===== src/rtl/div_pkg.sv =====
// Shared definitions for the iterative integer divider.
// Holds operation encodings, FSM state encoding and the special-case result constants.
// Helper functions decode the op field so the datapath reads in RISC-V terms.
package div_pkg;

    localparam int unsigned DEF_XLEN = 32;

    // Operation select, identical to funct3[1:0] of DIV/DIVU/REM/REMU.
    typedef enum logic [1:0] {
        OP_DIV  = 2'b00,
        OP_DIVU = 2'b01,
        OP_REM  = 2'b10,
        OP_REMU = 2'b11
    } div_op_e;

    typedef enum logic [1:0] {
        IDLE = 2'b00,
        CALC = 2'b01,
        FIX  = 2'b10,
        DONE = 2'b11
    } div_state_e;

    // Quotient returned for a zero divisor.
    localparam logic [DEF_XLEN-1:0] DIV0_QUOTIENT = '1;
    // Most negative dividend; divided by -1 it overflows in signed arithmetic.
    localparam logic [DEF_XLEN-1:0] OVF_DIVIDEND  = {1'b1, {(DEF_XLEN-1){1'b0}}};

    function automatic logic op_is_signed(input logic [1:0] op);
        return (op == OP_DIV) || (op == OP_REM);
    endfunction

    function automatic logic op_is_rem(input logic [1:0] op);
        return (op == OP_REM) || (op == OP_REMU);
    endfunction

endpackage


===== src/rtl/div_step.sv =====
// One restoring-division iteration: shift the next dividend bit in and try the subtract.
// Latency: purely combinational.
// Backpressure: none; the caller decides when to register the outputs.
// Ports: rem_i/quo_i current partial remainder and quotient/dividend shift register,
//        dvs_i divisor magnitude, rem_o/quo_o values after this iteration.
module div_step #(
    parameter int XLEN = 32
) (
    input  logic [XLEN-1:0] rem_i,
    input  logic [XLEN-1:0] quo_i,
    input  logic [XLEN-1:0] dvs_i,
    output logic [XLEN-1:0] rem_o,
    output logic [XLEN-1:0] quo_o
);

    logic [XLEN:0] shifted;
    logic [XLEN:0] trial;
    logic          trial_neg;

    // The full remainder is shifted, not just its low bits: with a divisor
    // above 2^(XLEN-1) the remainder's top bit can be set. Because
    // rem < divisor, the XLEN+1-bit difference never wraps, so its top bit
    // is a reliable sign.
    assign shifted   = {rem_i, quo_i[XLEN-1]};
    assign trial     = shifted - {1'b0, dvs_i};
    assign trial_neg = trial[XLEN];

    always_comb begin
        rem_o = trial_neg ? shifted[XLEN-1:0] : trial[XLEN-1:0];
        quo_o = {quo_i[XLEN-2:0], ~trial_neg};
    end

endmodule


===== src/rtl/iter_divider.sv =====
// Radix-2 restoring divider for RISC-V DIV/DIVU/REM/REMU.
// Latency: out_valid in the 34th cycle after accept (XLEN+2); divide-by-zero/overflow in the 1st.
// Backpressure: result held in DONE until out_ready; in_ready only in IDLE without flush.
// Ports: in_valid/in_ready with dividend, divisor, op accept an operation;
//        out_valid/out_ready with result return it; flush aborts; busy is high outside IDLE.
module iter_divider
    import div_pkg::*;
#(
    parameter int XLEN  = DEF_XLEN,
    parameter int CNT_W = 6
) (
    input  logic            clk,
    input  logic            rst_n,
    input  logic            in_valid,
    output logic            in_ready,
    input  logic [XLEN-1:0] dividend,
    input  logic [XLEN-1:0] divisor,
    input  logic [1:0]      op,
    input  logic            flush,
    output logic            out_valid,
    input  logic            out_ready,
    output logic [XLEN-1:0] result,
    output logic            busy
);

    div_state_e      state_q, state_d;
    div_op_e         op_q, op_d;
    logic            neg_quo_q, neg_quo_d;
    logic            neg_rem_q, neg_rem_d;
    logic [XLEN-1:0] rem_q, rem_d;
    logic [XLEN-1:0] quo_q, quo_d;      // dividend magnitude shifting out, quotient shifting in
    logic [XLEN-1:0] dvs_q, dvs_d;
    logic [CNT_W-1:0] cnt_q, cnt_d;
    logic [XLEN-1:0] result_q, result_d;

    // Accept-time decode of the raw operands.
    logic            in_signed;
    logic            a_neg;
    logic            b_neg;
    logic [XLEN-1:0] a_mag;
    logic [XLEN-1:0] b_mag;
    logic            div_by_zero;
    logic            sgn_overflow;
    logic [XLEN-1:0] special_res;
    logic            accept;

    // Iteration and sign-fix values.
    logic [XLEN-1:0] step_rem;
    logic [XLEN-1:0] step_quo;
    logic [XLEN-1:0] quo_fixed;
    logic [XLEN-1:0] rem_fixed;

    assign in_ready  = (state_q == IDLE) && !flush;
    assign out_valid = (state_q == DONE);
    assign busy      = (state_q != IDLE);
    assign result    = result_q;
    assign accept    = in_valid && in_ready;

    assign in_signed = op_is_signed(op);
    assign a_neg     = in_signed && dividend[XLEN-1];
    assign b_neg     = in_signed && divisor[XLEN-1];
    // The most negative value negates to itself, which is the correct
    // unsigned magnitude.
    assign a_mag     = a_neg ? ('0 - dividend) : dividend;
    assign b_mag     = b_neg ? ('0 - divisor)  : divisor;

    assign div_by_zero  = (divisor == '0);
    assign sgn_overflow = in_signed && (dividend == OVF_DIVIDEND) && (divisor == '1);

    always_comb begin
        if (div_by_zero) begin
            special_res = op_is_rem(op) ? dividend : DIV0_QUOTIENT;
        end else begin
            special_res = op_is_rem(op) ? '0 : OVF_DIVIDEND;
        end
    end

    div_step #(
        .XLEN (XLEN)
    ) u_step (
        .rem_i (rem_q),
        .quo_i (quo_q),
        .dvs_i (dvs_q),
        .rem_o (step_rem),
        .quo_o (step_quo)
    );

    assign quo_fixed = neg_quo_q ? ('0 - quo_q) : quo_q;
    assign rem_fixed = neg_rem_q ? ('0 - rem_q) : rem_q;

    always_comb begin
        state_d   = state_q;
        op_d      = op_q;
        neg_quo_d = neg_quo_q;
        neg_rem_d = neg_rem_q;
        rem_d     = rem_q;
        quo_d     = quo_q;
        dvs_d     = dvs_q;
        cnt_d     = cnt_q;
        result_d  = result_q;

        unique case (state_q)
            IDLE: begin
                if (accept) begin
                    op_d      = div_op_e'(op);
                    neg_quo_d = a_neg ^ b_neg;
                    neg_rem_d = a_neg;
                    rem_d     = '0;
                    quo_d     = a_mag;
                    dvs_d     = b_mag;
                    cnt_d     = '0;
                    if (div_by_zero || sgn_overflow) begin
                        result_d = special_res;
                        state_d  = DONE;
                    end else begin
                        state_d  = CALC;
                    end
                end
            end
            CALC: begin
                rem_d = step_rem;
                quo_d = step_quo;
                if (cnt_q == CNT_W'(XLEN - 1)) begin
                    cnt_d   = '0;
                    state_d = FIX;
                end else begin
                    cnt_d   = cnt_q + CNT_W'(1);
                end
            end
            FIX: begin
                result_d = op_is_rem(op_q) ? rem_fixed : quo_fixed;
                state_d  = DONE;
            end
            DONE: begin
                if (out_ready) begin
                    state_d = IDLE;
                end
            end
            default: state_d = IDLE;
        endcase

        // Flush wins over both accept (blocked via in_ready) and the output handshake.
        if (flush) begin
            state_d = IDLE;
            cnt_d   = '0;
        end
    end

    always_ff @(posedge clk or negedge rst_n) begin
        if (!rst_n) begin
            state_q   <= IDLE;
            op_q      <= OP_DIV;
            neg_quo_q <= 1'b0;
            neg_rem_q <= 1'b0;
            rem_q     <= '0;
            quo_q     <= '0;
            dvs_q     <= '0;
            cnt_q     <= '0;
            result_q  <= '0;
        end else begin
            state_q   <= state_d;
            op_q      <= op_d;
            neg_quo_q <= neg_quo_d;
            neg_rem_q <= neg_rem_d;
            rem_q     <= rem_d;
            quo_q     <= quo_d;
            dvs_q     <= dvs_d;
            cnt_q     <= cnt_d;
            result_q  <= result_d;
        end
    end

endmodule

===== config.mk =====
export PLATFORM = sky130hd
export DESIGN_NAME = iter_divider
export DESIGN_NICKNAME = d
export VERILOG_FILES = /design/src/rtl/div_pkg.sv /design/src/rtl/div_step.sv /design/src/rtl/iter_divider.sv
export SDC_FILE = /design/constraint.sdc
export NUM_CORES = 1
export LEC_CHECK = 0
export CELL_PAD_IN_SITES_DETAIL_PLACEMENT = 1
export CELL_PAD_IN_SITES_GLOBAL_PLACEMENT = 1
export CORE_MARGIN = 2
export CORE_UTILIZATION = 47
export CTS_CLUSTER_DIAMETER = 100
export DETAILED_ROUTE_END_ITERATION = 6
export MAX_ROUTING_LAYER = met4
export PLACE_DENSITY_LB_ADDON = 0.1
export SETUP_SLACK_MARGIN = 0.3
export SYNTH_ARGS = -nofsm -noshare
export SYNTH_HDL_FRONTEND = slang
export SYNTH_SLANG_ARGS = --single-unit

===== constraint.sdc =====
create_clock -name clk -period 9.3 [get_ports clk]
set_input_delay 2.79 -clock clk [delete_from_list [all_inputs] [get_ports clk]]
set_output_delay 2.79 -clock clk [all_outputs]
set_load 0.05 [all_outputs]

Word level (Yosys, flattened, before mapping)

Cells that the tools add are included.

Register bits: 140
Bits of input ports: 71
Output and inout port bits: 35
Word-level logic and storage cells: 81

$add $sub $neg: 6
Eq/ne operators: 15
Muxes and demuxes: 26
Bitwise logic cells: 2
Reduce and logical (&&, ||, !) cells: 23

Operators with widths:

| cell                    | count |
|---|---|
| $mux W32                | 13 |
| $pmux W32 S2            | 3 |
| $sub A1 B32 Y32 const A | 4 |
| $eq A32 B32 Y1 const B  | 2 |
| $sub A33 B32 Y33        | 1 |
| $logic_not A32 Y1       | 1 |
| $mux W6                 | 3 |
| $eq A2 B2 Y1 const B    | 6 |
| $pmux W6 S2             | 1 |
| $mux W2                 | 5 |
| $pmux W2 S4             | 1 |
| $add A6 B1 Y6 const B   | 1 |
| $eq A6 B5 Y1 const B    | 1 |
| $logic_and A1 B1 Y1     | 6 |
| $ne A3 B3 Y1 const B    | 2 |
| $reduce_and A2 Y1       | 3 |
| $reduce_and A3 Y1       | 2 |
| $reduce_bool A2 Y1      | 3 |
| $logic_not A2 Y1        | 2 |
| $logic_or A1 B1 Y1      | 4 |
| $ne A3 B2 Y1 const B    | 1 |
| $reduce_bool A3 Y1      | 1 |
| $eq A2 B1 Y1 const B    | 1 |
| $ne A2 B1 Y1 const B    | 1 |
| 4 further kinds         | 4 |

Logic depth before layout (Yosys ltp)

Word-level depth: 9
Gate-level depth with buffers: 13
Mapped depth without buffers: 12

Hierarchy

A second synthesis with hierarchy kept.

Cells, all modules: 1462
Area total of the unflattened synthesis: 11601.1 um2

By module, submodules not included:

| module       | times used | cells each | area an instance (um2) | seq. area each (um2) |
|---|---|---|---|---|
| iter_divider | 1          | 1120       | 9112.5                 | 3478.3 |
| div_step     | 1          | 342        | 2488.6                 | 0.0 |

Least setup slack after synthesis

Ideal clock, no wire load.

Kind: input -> output
Start: input port flush
End: output port in_ready
Arrival: 3.611 ns
Required time: 6.510 ns
Path slack: 2.899 ns
Stages on the path: 2
Path buffers: 1
Cells stage by stage: clkbuf_1 -> nor2_1

Longest elaborated chain between the ends: 2

Ends and longest elaborated chain:

| element             | line               | text |
|---|---|---|
| start, declared     | iter_divider.sv:19 | `input logic flush,` |
| $logic_not A1 Y1    | iter_divider.sv:53 | `assign in_ready = (state_q == IDLE) && !flush;` |
| $logic_and A1 B1 Y1 | iter_divider.sv:53 |  |
| end, declared       | iter_divider.sv:15 | `output logic in_ready,` |

Every way passes these cells.

Worst setup path in the final report

Same ends and word-level chain as after synthesis.

==> tab_implementation.tex <==
\begin{tabular}{lr}
\hline
Metric & Value \\
\hline
\multicolumn{2}{l}{\textbf{Pwr}} \\
\quad Static Leak & 5.33 nW \\
\quad Pint & 0.00269 W \\
\quad Worst IR drop on VDD & 189 uV \\
\quad Power density cells & 433 nW/um\^{}2 \\
\quad Switching power & 0.00284 W \\
\quad Sw frac & 51.4\% \\
\quad Logic gate share of total power & 63.4\% \\
\quad Reg power frac & 23.0\% \\
\quad Clk pwr share & 13.6\% \\
\multicolumn{2}{l}{\textbf{Floorplanning}} \\
\quad Full die area & 24400 um\^{}2 \\
\quad Initial core utilization & 48.0\% \\
\quad Placeable core region & 22700 um\^{}2 \\
\quad Cell row count & 55 \\
\quad I/O pin total & 106 \\
\quad Overall die width & 156 um \\
\quad Vert. Die Dim & 156 um \\
\multicolumn{2}{l}{\textbf{STA}} \\
\quad Maximum clock skew at final layout & 0.00901 ns \\
\quad Tmin final & 7.08 ns \\
\quad Fmax achieved & 141 MHz \\
\quad RSZ-0062 raised after global routing & false \\
\quad Worst Hold Slack & 0.475 ns \\
\quad Final worst path period share & 76.1\% \\
\quad Worst slew margin relative to its limit & 26.1\% \\
\quad Actual slew at the worst max-slew pin & 1.11 ns \\
\quad Setup TNS & 0 ns \\
\quad Setup violators final & 0 \\
\quad Number of endpoints with negative hold slack in the final report & 0 \\
\quad Count of pins over their slew limit & 0 \\
\quad Minimum setup slack in the final design & 2.22 ns \\
\multicolumn{2}{l}{\textbf{Worst setup path}} \\
\quad Data required time of the critical path & 6.51 ns \\
\quad Most Frequent Cell on Critical Path & sky130\_fd\_sc\_hd\_\_clkdlybuf4s50\_1 \\
\quad Delay of the slowest cell on the worst path & 0.81 ns \\
\quad Data arrival, critical path & 4.29 ns \\
\quad Worst setup path category & in -> out \\
\quad Critical path endpoint category & output port \\
\quad Crit path max-delay cell type & sky130\_fd\_sc\_hd\_\_clkdlybuf4s50\_1 \\
\quad Crit path buffers/inverters & 2 \\
\quad Family with the most delay on the worst path & buffers and inverters \\
\quad Startpoint kind of the worst setup timing path & input pin \\
\quad Maximum fanout count along the critical path & 9 \\
\quad Ordered cell list for the critical path & clkdlybuf4s50\_1 > nor2\_1 > clkdlybuf4s50\_1 \\
\multicolumn{2}{l}{\textbf{Drt}} \\
\quad Total Wirelength & 35500 um \\
\quad Via Count & 10668 \\
\quad Post-DRT Antenna Nets & 0 \\
\quad DR vias/cell & 6.06 \\
\quad Number of detailed-routing iterations run before antenna repair & 5 \\
\quad Number of remaining DRC errors & 0 \\
\quad Detailed router's first-iteration violation count & 682 \\
\quad Routed len/inst & 20.2 um \\
\multicolumn{2}{l}{\textbf{Yosys}} \\
\quad Synth async-reset ratio & 100\% \\
\quad Post-synthesis cell type count & 63 \\
\quad Dominant synthesized flop cell & sky130\_fd\_sc\_hd\_\_dfrtp\_1 \\
\quad Post-Synthesis Net Count & 1523 \\
\quad Number of synthesized flops with an enable pin & 0 \\
\quad Number of warnings printed during yosys synthesis & 0 \\
\quad Syn\_area\_per\_cell & 7.73 um\^{}2 \\
\quad Number of cells produced by synthesis & 1409 \\
\quad Netlist area before placement & 10900 um\^{}2 \\
\quad Number of storage elements in the synthesis netlist & 139 \\
\quad Sequential-to-total area share from yosys stat & 31.9\% \\
\multicolumn{2}{l}{\textbf{Final layout}} \\
\quad Layout cell share with drive strength beyond 1 & 4.48\% \\
\quad Most frequent cells in the layout & 184 x sky130\_fd\_sc\_hd\_\_nand2\_1, 182 x sky130\_fd\_sc\_hd\_\_o21ai\_0, 139 x sky130\_fd\_sc\_hd\_\_dfrtp\_1 \\
\quad FILL cells & 2803 \\
\quad Count of nets after finishing & 1576 \\
\quad Leading cell type in the layout, fill and taps excluded & sky130\_fd\_sc\_hd\_\_nand2\_1 \\
\quad Number of diodes & 0 \\
\quad Core occupancy in the finished layout & 56.1\% \\
\quad Area growth from synthesis to layout & 17.0\% \\
\quad Cell area after layout & 12700 um\^{}2 \\
\multicolumn{2}{l}{\textbf{Global route}} \\
\quad GR Overflow Total & 0 \\
\quad Vias in the first global route & 11013 \\
\quad Pin count of the biggest net entering global routing & 89 \\
\quad GRT Util Overall & 31.0\% \\
\quad Antenna violations before repair & 0 \\
\quad First-pass GRT wire length & 58000 um \\
\multicolumn{2}{l}{\textbf{Clocking}} \\
\quad Cts-stage hold buffer count & 0 \\
\quad Clock-pin slew on the worst setup and hold paths & 0.06 ns \\
\quad CTS tree & yes \\
\quad Clock net sink count & 139 \\
\quad Post-cts sizing count & 0 \\
\quad Clk\_lat worst skew & 0.43 ns \\
\quad Library cell used as clock root buffer & sky130\_fd\_sc\_hd\_\_clkbuf\_16 \\
\quad Max Root-Sink Buffers & 2 \\
\quad Clock buffer count from CTS & 17 \\
\quad Number of H-tree levels & 4 \\
\quad \# Post-CTS Setup Buffers & 0 \\
\multicolumn{2}{l}{\textbf{Min path}} \\
\quad Kind of path behind the tightest hold check & reg -> reg \\
\multicolumn{2}{l}{\textbf{Place}} \\
\quad Pre-CTS setup slack & 2.20 ns \\
\quad Placer congestion estimate & 0.911 \\
\quad Buffers on Ports & 105 \\
\quad Post-DP Area & 12100 um\^{}2 \\
\quad HPWL after detailed placement & 26100 um \\
\multicolumn{2}{l}{\textbf{Outcome}} \\
\quad Result of the run & finished clean \\
\multicolumn{2}{l}{\textbf{Flow run}} \\
\quad Maximum Capacitance Violations & 0 \\
\hline
\end{tabular}
==> routing by layer <==
| layer | global-route usage [%] | vias up | part of all wire, % |
|---|---|---|---|
| li1 | - | 5129 | - |
| met1 | 39.6 | 5237 | 45 |
| met3 | 3.54 | 54 | 3.8 |
| met2 | 51.9 | 248 | 48 |
| met5 | - | - | 0 |
| met4 | 9.48 | 0 | 2.5 |
==> synth_stat cells (all sizes together), types with 13 or more instances <==
cell	number	area share, %
dfrtp	139	32
o21ai	183	8.4
a21o	18	1.2
nand2	184	6.3
ha	42	4.8
inv	58	2.0
nor4	15	1.0
nor3	33	1.5
xor2	75	6.0
o211ai	20	1.4
a21oi	124	5.7
o31ai	37	2.7
or3	17	0.98
nand2b	19	1.1
xnor2	67	5.4
nand3	14	0.64
or4	13	1.0
a22o	14	1.1
clkbuf	72	2.5
nor2	114	3.9
o41ai	13	1.0
o22ai	13	0.75
nand4	16	0.92
==> registers in the layout, indices dropped and copies added (netlist names) <==
name / count
cnt_q: 6
dvs_q: 32
neg_quo_q: 1
neg_rem_q: 1
op_q: 1
quo_q: 32
rem_q: 32
result: 32
state_q: 2
==> metrics by stage <==
step / power [W] / cells
after CTS: 0.00551 / 1759
final: 0.00552 / 1759
after global placement: 0.00461 / 1728
after floorplan: 0.00375 / 1409
after detailed placement: 0.00472 / 1728
after global routing: 0.00599 / 1759
==> kinds of logic after synthesis <==
| family | synth area share, % |
|---|---|
| AOI/OAI and AO/OA | 26.4 |
| and+or+nand+nor | 19.7 |
| xor gates and xnor gates | 11.4 |
| buffers and inverters | 4.89 |
| DFF | 31.9 |
| adders and majority gates | 5.01 |
| muxes | 0.643 |
==> worst min-delay path: cells and delay by family (launching register included) <==
family | cells | cell delay, ns
simple gates | 1 | 0.04
compound gates | 1 | 0.05
flops | 1 | 0.34
==> layout make-up <==
| type | count | area [um^2] | share of cell area, % |
|---|---|---|---|
| Inverter | 58 | 218 | 1.71 |
| Clock inverter | 10 | 164 | 1.29 |
| Tap cell | 285 | 357 | 2.80 |
| Sequential cell | 139 | 3480 | 27.3 |
| Timing Repair Buffer | 116 | 1130 | 8.90 |
| Multi-Input combinational cell | 1130 | 6910 | 54.2 |
| Clock buffer | 21 | 480 | 3.77 |
==> power by group through the flow <==
stage                     combinational [W]  clock [W]  sequential, W
after global routing                0.00389   0.000789        0.00131
after global placement              0.00336          0        0.00124
after floorplan                     0.00245          0        0.00130
after detailed placement            0.00346          0        0.00126
final                               0.00350   0.000753        0.00127
after CTS                           0.00349   0.000761        0.00126
==> final timing paths <==
| path | startpoint | end | slack [ns] | cells after the start |
|---|---|---|---|---|
| worst min register to register | dvs_q[6]$_DFFE_PN0P_ | dvs_q[6]$_DFFE_PN0P_ | 0.47 | 2 |
| worst max-delay path | flush | in_ready | 2.22 | 3 |
| worst max register to register | quo_q[31]$_DFFE_PN0P_ | rem_q[15]$_DFFE_PN0P_ | 5.50 | 13 |
| worst min-delay path | dvs_q[6]$_DFFE_PN0P_ | dvs_q[6]$_DFFE_PN0P_ | 0.47 | 2 |
| min in group asynchronous | rst_n | quo_q[5]$_DFFE_PN0P_ | 2.40 | 1 |
| max in group asynchronous | rst_n | rem_q[19]$_DFFE_PN0P_ | 5.61 | 2 |
Power figures use the tool's default switching activity.
